File: config.mk
export PLATFORM = sky130hd
export DESIGN_NAME = fwd_hazard_unit
export DESIGN_NICKNAME = d
export VERILOG_FILES = /design/src/rtl/fwd_pkg.sv /design/src/rtl/fwd_src_sel.sv /design/src/rtl/fwd_hazard_unit.sv
export SDC_FILE = /design/constraint.sdc
export NUM_CORES = 1
export LEC_CHECK = 0
export ABC_CLOCK_PERIOD_IN_PS = 4900
export BUFFER_PORTS_ARGS = -buffer_cell sky130_fd_sc_hd__buf_2
export CORE_MARGIN = 5
export CORE_UTILIZATION = 55
export DETAILED_ROUTE_END_ITERATION = 8
export GPL_ROUTABILITY_DRIVEN = 1
export PLACE_DENSITY_LB_ADDON = 0.25
export RECOVER_POWER = 100
export SETUP_SLACK_MARGIN = 0.5
export SLEW_MARGIN = 20
export SYNTH_ARGS = -nofsm -noshare
export SYNTH_HDL_FRONTEND = slang
export SYNTH_HIERARCHICAL = 1
export SYNTH_SLANG_ARGS = --single-unit
File: constraint.sdc
create_clock -name clk -period 4.9 [get_ports clk]
set_clock_uncertainty 0.1 [all_clocks]
set_input_delay 0.735 -clock clk [delete_from_list [all_inputs] [get_ports clk]]
set_output_delay 0.735 -clock clk [all_outputs]
set_load 0.01 [all_outputs]
File: src/rtl/fwd_pkg.sv
// Shared encodings for the ID-stage forwarding / hazard unit.
package fwd_pkg;
    localparam logic [1:0] FWD_RF  = 2'b00;
    localparam logic [1:0] FWD_WB  = 2'b01;
    localparam logic [1:0] FWD_MEM = 2'b10;

    typedef enum logic {
        RUN     = 1'b0,
        MC_BUSY = 1'b1
    } fsm_state_e;
endpackage

File: src/rtl/fwd_src_sel.sv
// Per-source comparator: next forwarding select and load-use hazard bit for one operand.
module fwd_src_sel
    import fwd_pkg::*;
#(
    parameter int AW = 5
) (
    input  logic          id_valid_i,
    input  logic [AW-1:0] rs_i,
    input  logic          used_i,
    input  logic [AW-1:0] ex_rd_i,
    input  logic          ex_reg_write_i,
    input  logic          ex_mem_read_i,
    input  logic [AW-1:0] mem_rd_i,
    input  logic          mem_reg_write_i,
    output logic [1:0]    nsel_o,
    output logic          hazard_o
);
    logic rd_match_ex, rd_match_mem;

    // Register 0 is hardwired, so it never matches a producer.
    assign rd_match_ex  = id_valid_i && used_i && ex_reg_write_i &&
                          (ex_rd_i != '0) && (ex_rd_i == rs_i);
    assign rd_match_mem = id_valid_i && used_i && mem_reg_write_i &&
                          (mem_rd_i != '0) && (mem_rd_i == rs_i);

    // The EX producer moves to MEM next cycle, so it outranks the older MEM producer.
    assign nsel_o   = rd_match_ex  ? FWD_MEM :
                      rd_match_mem ? FWD_WB  : FWD_RF;
    assign hazard_o = rd_match_ex && ex_mem_read_i;
endmodule

File: src/rtl/fwd_hazard_unit.sv
// ID-stage forwarding select, load-use bubble, multi-cycle hold FSM and stall counters.
module fwd_hazard_unit
    import fwd_pkg::*;
#(
    parameter int NUM_SRC = 2,
    parameter int AW      = 5,
    parameter int CNT_W   = 16
) (
    input  logic                   clk,
    input  logic                   rst_n,
    input  logic                   id_valid,
    input  logic [NUM_SRC*AW-1:0]  id_rs,
    input  logic [NUM_SRC-1:0]     id_rs_used,
    input  logic [AW-1:0]          ex_rd,
    input  logic                   ex_reg_write,
    input  logic                   ex_mem_read,
    input  logic [AW-1:0]          mem_rd,
    input  logic                   mem_reg_write,
    input  logic                   mc_start,
    input  logic                   mc_done,
    input  logic                   clr_cnt,
    output logic [2*NUM_SRC-1:0]   fwd_sel,
    output logic                   stall_id,
    output logic                   flush_ex,
    output logic                   mc_busy,
    output logic [CNT_W-1:0]       ld_stall_cnt,
    output logic [CNT_W-1:0]       mc_stall_cnt
);
    logic [NUM_SRC-1:0][1:0] nsel_w;
    logic [NUM_SRC-1:0]      haz_w;
    logic                    load_use;

    fsm_state_e              state_q, state_d;
    logic [2*NUM_SRC-1:0]    sel_q, sel_d;
    logic [CNT_W-1:0]        ld_cnt_q, ld_cnt_d, mc_cnt_q, mc_cnt_d;
    logic                    stall_c, flush_c, ld_inc, mc_inc;

    for (genvar g = 0; g < NUM_SRC; g++) begin : g_src
        fwd_src_sel #(.AW(AW)) u_src (
            .id_valid_i      (id_valid),
            .rs_i            (id_rs[g*AW +: AW]),
            .used_i          (id_rs_used[g]),
            .ex_rd_i         (ex_rd),
            .ex_reg_write_i  (ex_reg_write),
            .ex_mem_read_i   (ex_mem_read),
            .mem_rd_i        (mem_rd),
            .mem_reg_write_i (mem_reg_write),
            .nsel_o          (nsel_w[g]),
            .hazard_o        (haz_w[g])
        );
    end

    assign load_use = |haz_w;

    always_comb begin
        state_d = state_q;
        sel_d   = sel_q;
        stall_c = 1'b0;
        flush_c = 1'b0;
        ld_inc  = 1'b0;
        mc_inc  = 1'b0;
        unique case (state_q)
            RUN: begin
                // A multi-cycle issue wins over a load-use hazard; both cannot be real at once.
                if (mc_start) begin
                    state_d = MC_BUSY;
                    stall_c = 1'b1;
                    mc_inc  = 1'b1;
                end else if (load_use) begin
                    stall_c = 1'b1;
                    flush_c = 1'b1;
                    ld_inc  = 1'b1;
                    sel_d   = '0;
                end else begin
                    sel_d   = nsel_w;
                end
            end
            MC_BUSY: begin
                stall_c = 1'b1;
                mc_inc  = 1'b1;
                if (mc_done) begin
                    state_d = RUN;
                    sel_d   = nsel_w;
                end
            end
            default: state_d = RUN;
        endcase
    end

    always_comb begin
        ld_cnt_d = ld_cnt_q;
        mc_cnt_d = mc_cnt_q;
        if (clr_cnt) begin
            ld_cnt_d = '0;
            mc_cnt_d = '0;
        end else begin
            if (ld_inc && (ld_cnt_q != '1)) ld_cnt_d = ld_cnt_q + CNT_W'(1);
            if (mc_inc && (mc_cnt_q != '1)) mc_cnt_d = mc_cnt_q + CNT_W'(1);
        end
    end

    always_ff @(posedge clk or negedge rst_n) begin
        if (!rst_n) begin
            state_q  <= RUN;
            sel_q    <= '0;
            ld_cnt_q <= '0;
            mc_cnt_q <= '0;
        end else begin
            state_q  <= state_d;
            sel_q    <= sel_d;
            ld_cnt_q <= ld_cnt_d;
            mc_cnt_q <= mc_cnt_d;
        end
    end

    // Hold/flush are combinational, so force them quiet while reset is asserted.
    assign stall_id     = rst_n & stall_c;
    assign flush_ex     = rst_n & flush_c;
    assign mc_busy      = (state_q == MC_BUSY);
    assign fwd_sel      = sel_q;
    assign ld_stall_cnt = ld_cnt_q;
    assign mc_stall_cnt = mc_cnt_q;
endmodule

# After elaboration in Yosys (flattened, before gate mapping)
# Index checks and enable logic that the tools add are counted.
# word_totals
regBits	37
word_cells	62
input_bits	31
# classes
reduce_logical	24
bitwise	3
n_eq_ne	8
add_sub_neg	2
n_mux	21
# ops
op	count
$mux W16	4
$add A16 B1 Y16 const B	2
$ne A16 B16 Y1 const B	2
$eq A5 B5 Y1	4
$logic_and A1 B1 Y1	18
$mux W4	3
$reduce_bool A5 Y1	2
$mux W1	8
$pmux W4 S2	1
$pmux W1 S2	3
$mux W2	2
$ne A2 B2 Y1 const B	2
$reduce_bool A2 Y1	2
$and A1 B1 Y1	2
$reduce_and A2 Y1	1
$reduce_or A2 Y1	1
$not A1 Y1	1

# Longest topological paths before layout
# depth
depth_word	12
ltp_mapped	9
depth_no_buf	8

# By module
# Netlist, hierarchy kept.
# by_module_without_submodules
module	seq_area_each_um2	area_each_um2	cells_per_inst	instances
fwd_hazard_unit	925.9	2010.7	216	1
fwd_src_sel	0.0	175.2	23	2

# Worst setup path before layout
# Ideal clock, no wire load.
# synth_timing
path_type	input to output
startpoint	input ex_rd[0]
endpoint	output flush_ex
path_buffers	0
required_ns	4.065
cell_stages	6
setup_slack_ns	1.949
arrival_ns	2.116
path_cell_list	or4_4 -> a21oi_2 -> nor3_2 -> and2_1 -> or2_2 -> and3_1
# synth_via
elab_chain_cells	9
# synth_rtl
item	line_no	text
from (decl)	fwd_hazard_unit.sv:14	input logic [AW-1:0] ex_rd,
$reduce_bool A5 Y1	fwd_src_sel.sv:22	(ex_rd_i != '0) && (ex_rd_i == rs_i);
$logic_and A1 B1 Y1	fwd_src_sel.sv:21	assign rd_match_ex = id_valid_i && used_i && ex_reg_write_i &&
$logic_and A1 B1 Y1 *	fwd_src_sel.sv:22	
net g_src[1].u_src.rd_match_ex	fwd_src_sel.sv:18	logic rd_match_ex, rd_match_mem;
$logic_and A1 B1 Y1 *	fwd_src_sel.sv:29	assign hazard_o = rd_match_ex && ex_mem_read_i;
net haz_w[1]	fwd_hazard_unit.sv:30	logic [NUM_SRC-1:0] haz_w;
$reduce_or A2 Y1 *	fwd_hazard_unit.sv:53	assign load_use = |haz_w;
$mux W1 *	fwd_hazard_unit.sv:69	end else if (load_use) begin
$mux W1 *	fwd_hazard_unit.sv:65	if (mc_start) begin
$mux W1 *	fwd_hazard_unit.sv:62	unique case (state_q)
$and A1 B1 Y1 *	fwd_hazard_unit.sv:118	assign flush_ex = rst_n & flush_c;
to (decl)	fwd_hazard_unit.sv:24	output logic flush_ex,
# The timed path passes the listed nets; every way through them passes the cells marked *.

# Final worst setup path
# layout_timing
startpoint	input ex_rd[0]
endpoint	output flush_ex
# layout_via
elab_chain_cells	9
# layout_rtl
item	line_no
$reduce_bool A5 Y1	fwd_src_sel.sv:22
$logic_and A1 B1 Y1	fwd_src_sel.sv:21
$logic_and A1 B1 Y1 *	fwd_src_sel.sv:22
$logic_and A1 B1 Y1 *	fwd_src_sel.sv:29
net haz_w[1]	fwd_hazard_unit.sv:30
$reduce_or A2 Y1 *	fwd_hazard_unit.sv:53
$mux W1 *	fwd_hazard_unit.sv:69
$mux W1 *	fwd_hazard_unit.sv:65
$mux W1 *	fwd_hazard_unit.sv:62
$and A1 B1 Y1 *	fwd_hazard_unit.sv:118
# Marks and branches as above.

==> impl_metrics.env <==
export IMPL_port_buffers=69
export IMPL_insertion_delay_ns=0.30
export IMPL_p_leak_nw=1.04
export IMPL_gp_congestion=0.777
export IMPL_finalCriticalPeriod_ns=3.47
export IMPL_cts_setup_buffers=0
export IMPL_synth_area_per_cell_sq_um=9.01
export IMPL_drt_first_iter_violations=220
export IMPL_p_per_area_mw_per_mm2=221
export IMPL_hpwl_mm=4.42
export IMPL_status="finished clean"
export IMPL_hold_path_class="in2async"
export IMPL_area_growth_syn_to_layout_pct=16.7
export IMPL_io_pin_count=70
export IMPL_min_period_over_period_pct=70.8
export IMPL_cts_root_buf="clkbuf_8"
export IMPL_cts_sinks=37
export IMPL_nets=360
export IMPL_tightestPinTransition_ns=1.38
export IMPL_globalRouteTotalUtil_pct=22.9
export IMPL_rsz0062_at_grt="false"
export IMPL_hold_viol=0
export IMPL_synth_area_top_cells="dfrtp_1 39%, xnor2_1 5.9%, a21oi_1 5.3%, or4_1 4.1%, o31ai_1 3.8%"
export IMPL_required_ns=4.07
export IMPL_yosys_area_top_type_share_pct=39.2
export IMPL_antenna_found_initial=0
export IMPL_drc=0
export IMPL_tns_ns=0
export IMPL_final_antenna_net_count=0
export IMPL_dpl_cell_count=370
export IMPL_worstRegToRegCells=5
export IMPL_yosys_register_bits=37
export IMPL_synth_cell_types=47
export IMPL_diodes=0
export IMPL_fin_cells=378
export IMPL_cp_end_kind="output port"
export IMPL_vias=2319
export IMPL_crit_path_top_delay_cell="or4_2"
export IMPL_synthCells=262
export IMPL_worst_slack_ns=1.43
export IMPL_relSlewSlack_pct=7.89
export IMPL_setup_viol=0
export IMPL_viasPerCell=6.13
export IMPL_placed_area_sq_mm=0.00273
export IMPL_grt_pass1_vias=2353
export IMPL_path_common_cell="clkbuf_1"
export IMPL_critical_path_class="in2out"
export IMPL_numCtsBuffers=5
export IMPL_utilization_pct=67.4
export IMPL_slowest_delay_ns=0.67
export IMPL_syn_num_nets=295
export IMPL_hold_slack_ns=0.379
export IMPL_die_w_microns=75.5
export IMPL_cts_tree="yes"
export IMPL_yosys_warnings=6
export IMPL_avgRoutedWirePerCell_microns=15.4
export IMPL_grt_overflow=0
export IMPL_fillers=358
export IMPL_cts_hold_buf=0
export IMPL_routed_wl_mm=5.84
export IMPL_path_cells="clkbuf_1, or4_2, a21oi_1, nor3_1, and2_0, or2_2, and3_1, clkbuf_1"
export IMPL_yosysSeqAreaShare_pct=39.2
export IMPL_htree_num_levels=2
export IMPL_grt_max_degree=37
export IMPL_fmax_mhz=288
export IMPL_start_kind="primary input"
export IMPL_num_rows=23
export IMPL_vdd_drop_max_uv=203
export IMPL_drv_slew=0
export IMPL_max_clock_path_buffers=2
export IMPL_post_route_cell_area_sq_mm=0.00276
export IMPL_core_sq_mm=0.00409
export IMPL_dieArea_sq_mm=0.00570
export IMPL_fp_dieH_microns=75.5
export IMPL_p_total_uw=608
export IMPL_path_max_fanout=4
export IMPL_start_util_pct=57.8
export IMPL_yosys_area_top_type="dfrtp_1"
export IMPL_syn_cell_area_sq_mm=0.00236
export IMPL_grt_pass1_wl_mm=10.2
export IMPL_maxCapViolCount=0
export IMPL_cts_clk_slew_worst_paths_ns=0.08
export IMPL_pre_cts_slack_ns=1.63
export IMPL_cts_resized=0
export IMPL_drive_gt1_share_pct=14.0
export IMPL_rrSetupSlack_ns=2.49
export IMPL_firstDrtPassIters=4
export IMPL_crit_arrival_ns=2.63
## cell families after synthesis
kind of cell               Yosys count  share of synthesized area [%]
and+or+nand+nor                    121                           30.8
AOI/OAI and AO/OA                   63                           17.2
DFF                                 37                           39.2
xor gates and xnor gates            17                           6.31
buffers and inverters               17                           3.13
muxes                                5                           2.33
adders and majority gates            2                           1.06
## layer usage
metal,wire length (microns),vias up,global-route usage [%],share of wire (%)
met2,2870,61,37.4,49
met5,0,-,0,0
met1,2580,1110,31.3,44
met4,47,0,6.99,0.80
met3,341,7,3.56,5.8
li1,-,1141,-,-
## power breakdown
part | switching [mW] | internal, mW | leakage (nW)
sequential | 0.00844 | 0.309 | 0.512
clock | 0.117 | 0.0982 | 0.0439
combinational | 0.0460 | 0.0297 | 0.487
total | 0.171 | 0.437 | 1.04
## cell usage after synthesis, drive strengths merged
cell    number
a21boi       1
dfrtp       37
o31a         1
nand3       17
mux2i        1
o311a        1
nand2       10
nor3b        1
nor2        15
o2111a       1
o41ai        1
buf          4
o31ai       12
nor4b        1
or4         15
or2          2
xnor2       16
a211oi       1
nor4        10
nand2b       2
ha           2
nand4       14
mux2         4
and4         4
a22o         4
o21ba        1
and2         5
nor3         7
inv          4
o21ai       10
nor2b        4
o21a         2
or3         11
a21oi       27
xor2         1
a41oi        1
clkbuf       9
and3         3
## path summary, 6_finish.rpt
kind,endpoint,startpoint
max,flush_ex,ex_rd[0]
min,fwd_sel[1]$_DFFE_PN0P_,rst_n
max reg2reg,ld_stall_cnt[14]$_DFFE_PN0P_,ld_stall_cnt[0]$_DFFE_PN0P_
min reg2reg,fwd_sel[0]$_DFFE_PN0P_,fwd_sel[0]$_DFFE_PN0P_
max in group asynchronous,mc_stall_cnt[6]$_DFFE_PN0P_,rst_n
min in group clk,fwd_sel[0]$_DFFE_PN0P_,fwd_sel[0]$_DFFE_PN0P_
## registers in the layout (all words and copies together) (netlist names)
register      flops
ld_stall_cnt     16
mc_busy           1
fwd_sel           4
mc_stall_cnt     16
## layout make-up
type / count / area [sq um] / area share, %
clock buffer: 5 / 68.8 / 2.50
clock inverter: 3 / 17.5 / 0.636
inverter: 4 / 15.0 / 0.545
multi-input combinational: 208 / 1370 / 49.5
sequential: 37 / 926 / 33.6
tap: 50 / 62.6 / 2.27
timing repair buffer: 71 / 300 / 10.9
## placed cells by master (no fill, tap or decap), types with 4 or more instances in the layout
cell type | netlist | final
nand3_1 | 17 | 17
nor2_1 | 15 | 15
clkbuf_8 | 0 | 5
dfrtp_1 | 37 | 37
xnor2_1 | 16 | 16
inv_1 | 4 | 4
and4_1 | 4 | 4
clkbuf_1 | 8 | 44
and2_1 | 5 | 4
a22o_1 | 4 | 4
buf_2 | 1 | 27
o21ai_0 | 10 | 10
nand2_1 | 10 | 10
nor4_1 | 8 | 7
o31ai_1 | 12 | 12
a21oi_1 | 25 | 26
or3_1 | 11 | 11
nor3_1 | 5 | 6
or4_1 | 13 | 13
nor2b_1 | 4 | 4
nand4_1 | 14 | 14
## critical path: cells and delay by family
kind | cells | cell delay [ns]
buf+inv | 2 | 0.25
simple gates | 5 | 1.49
compound gates | 1 | 0.16
Power figures use the tool's default switching activity.
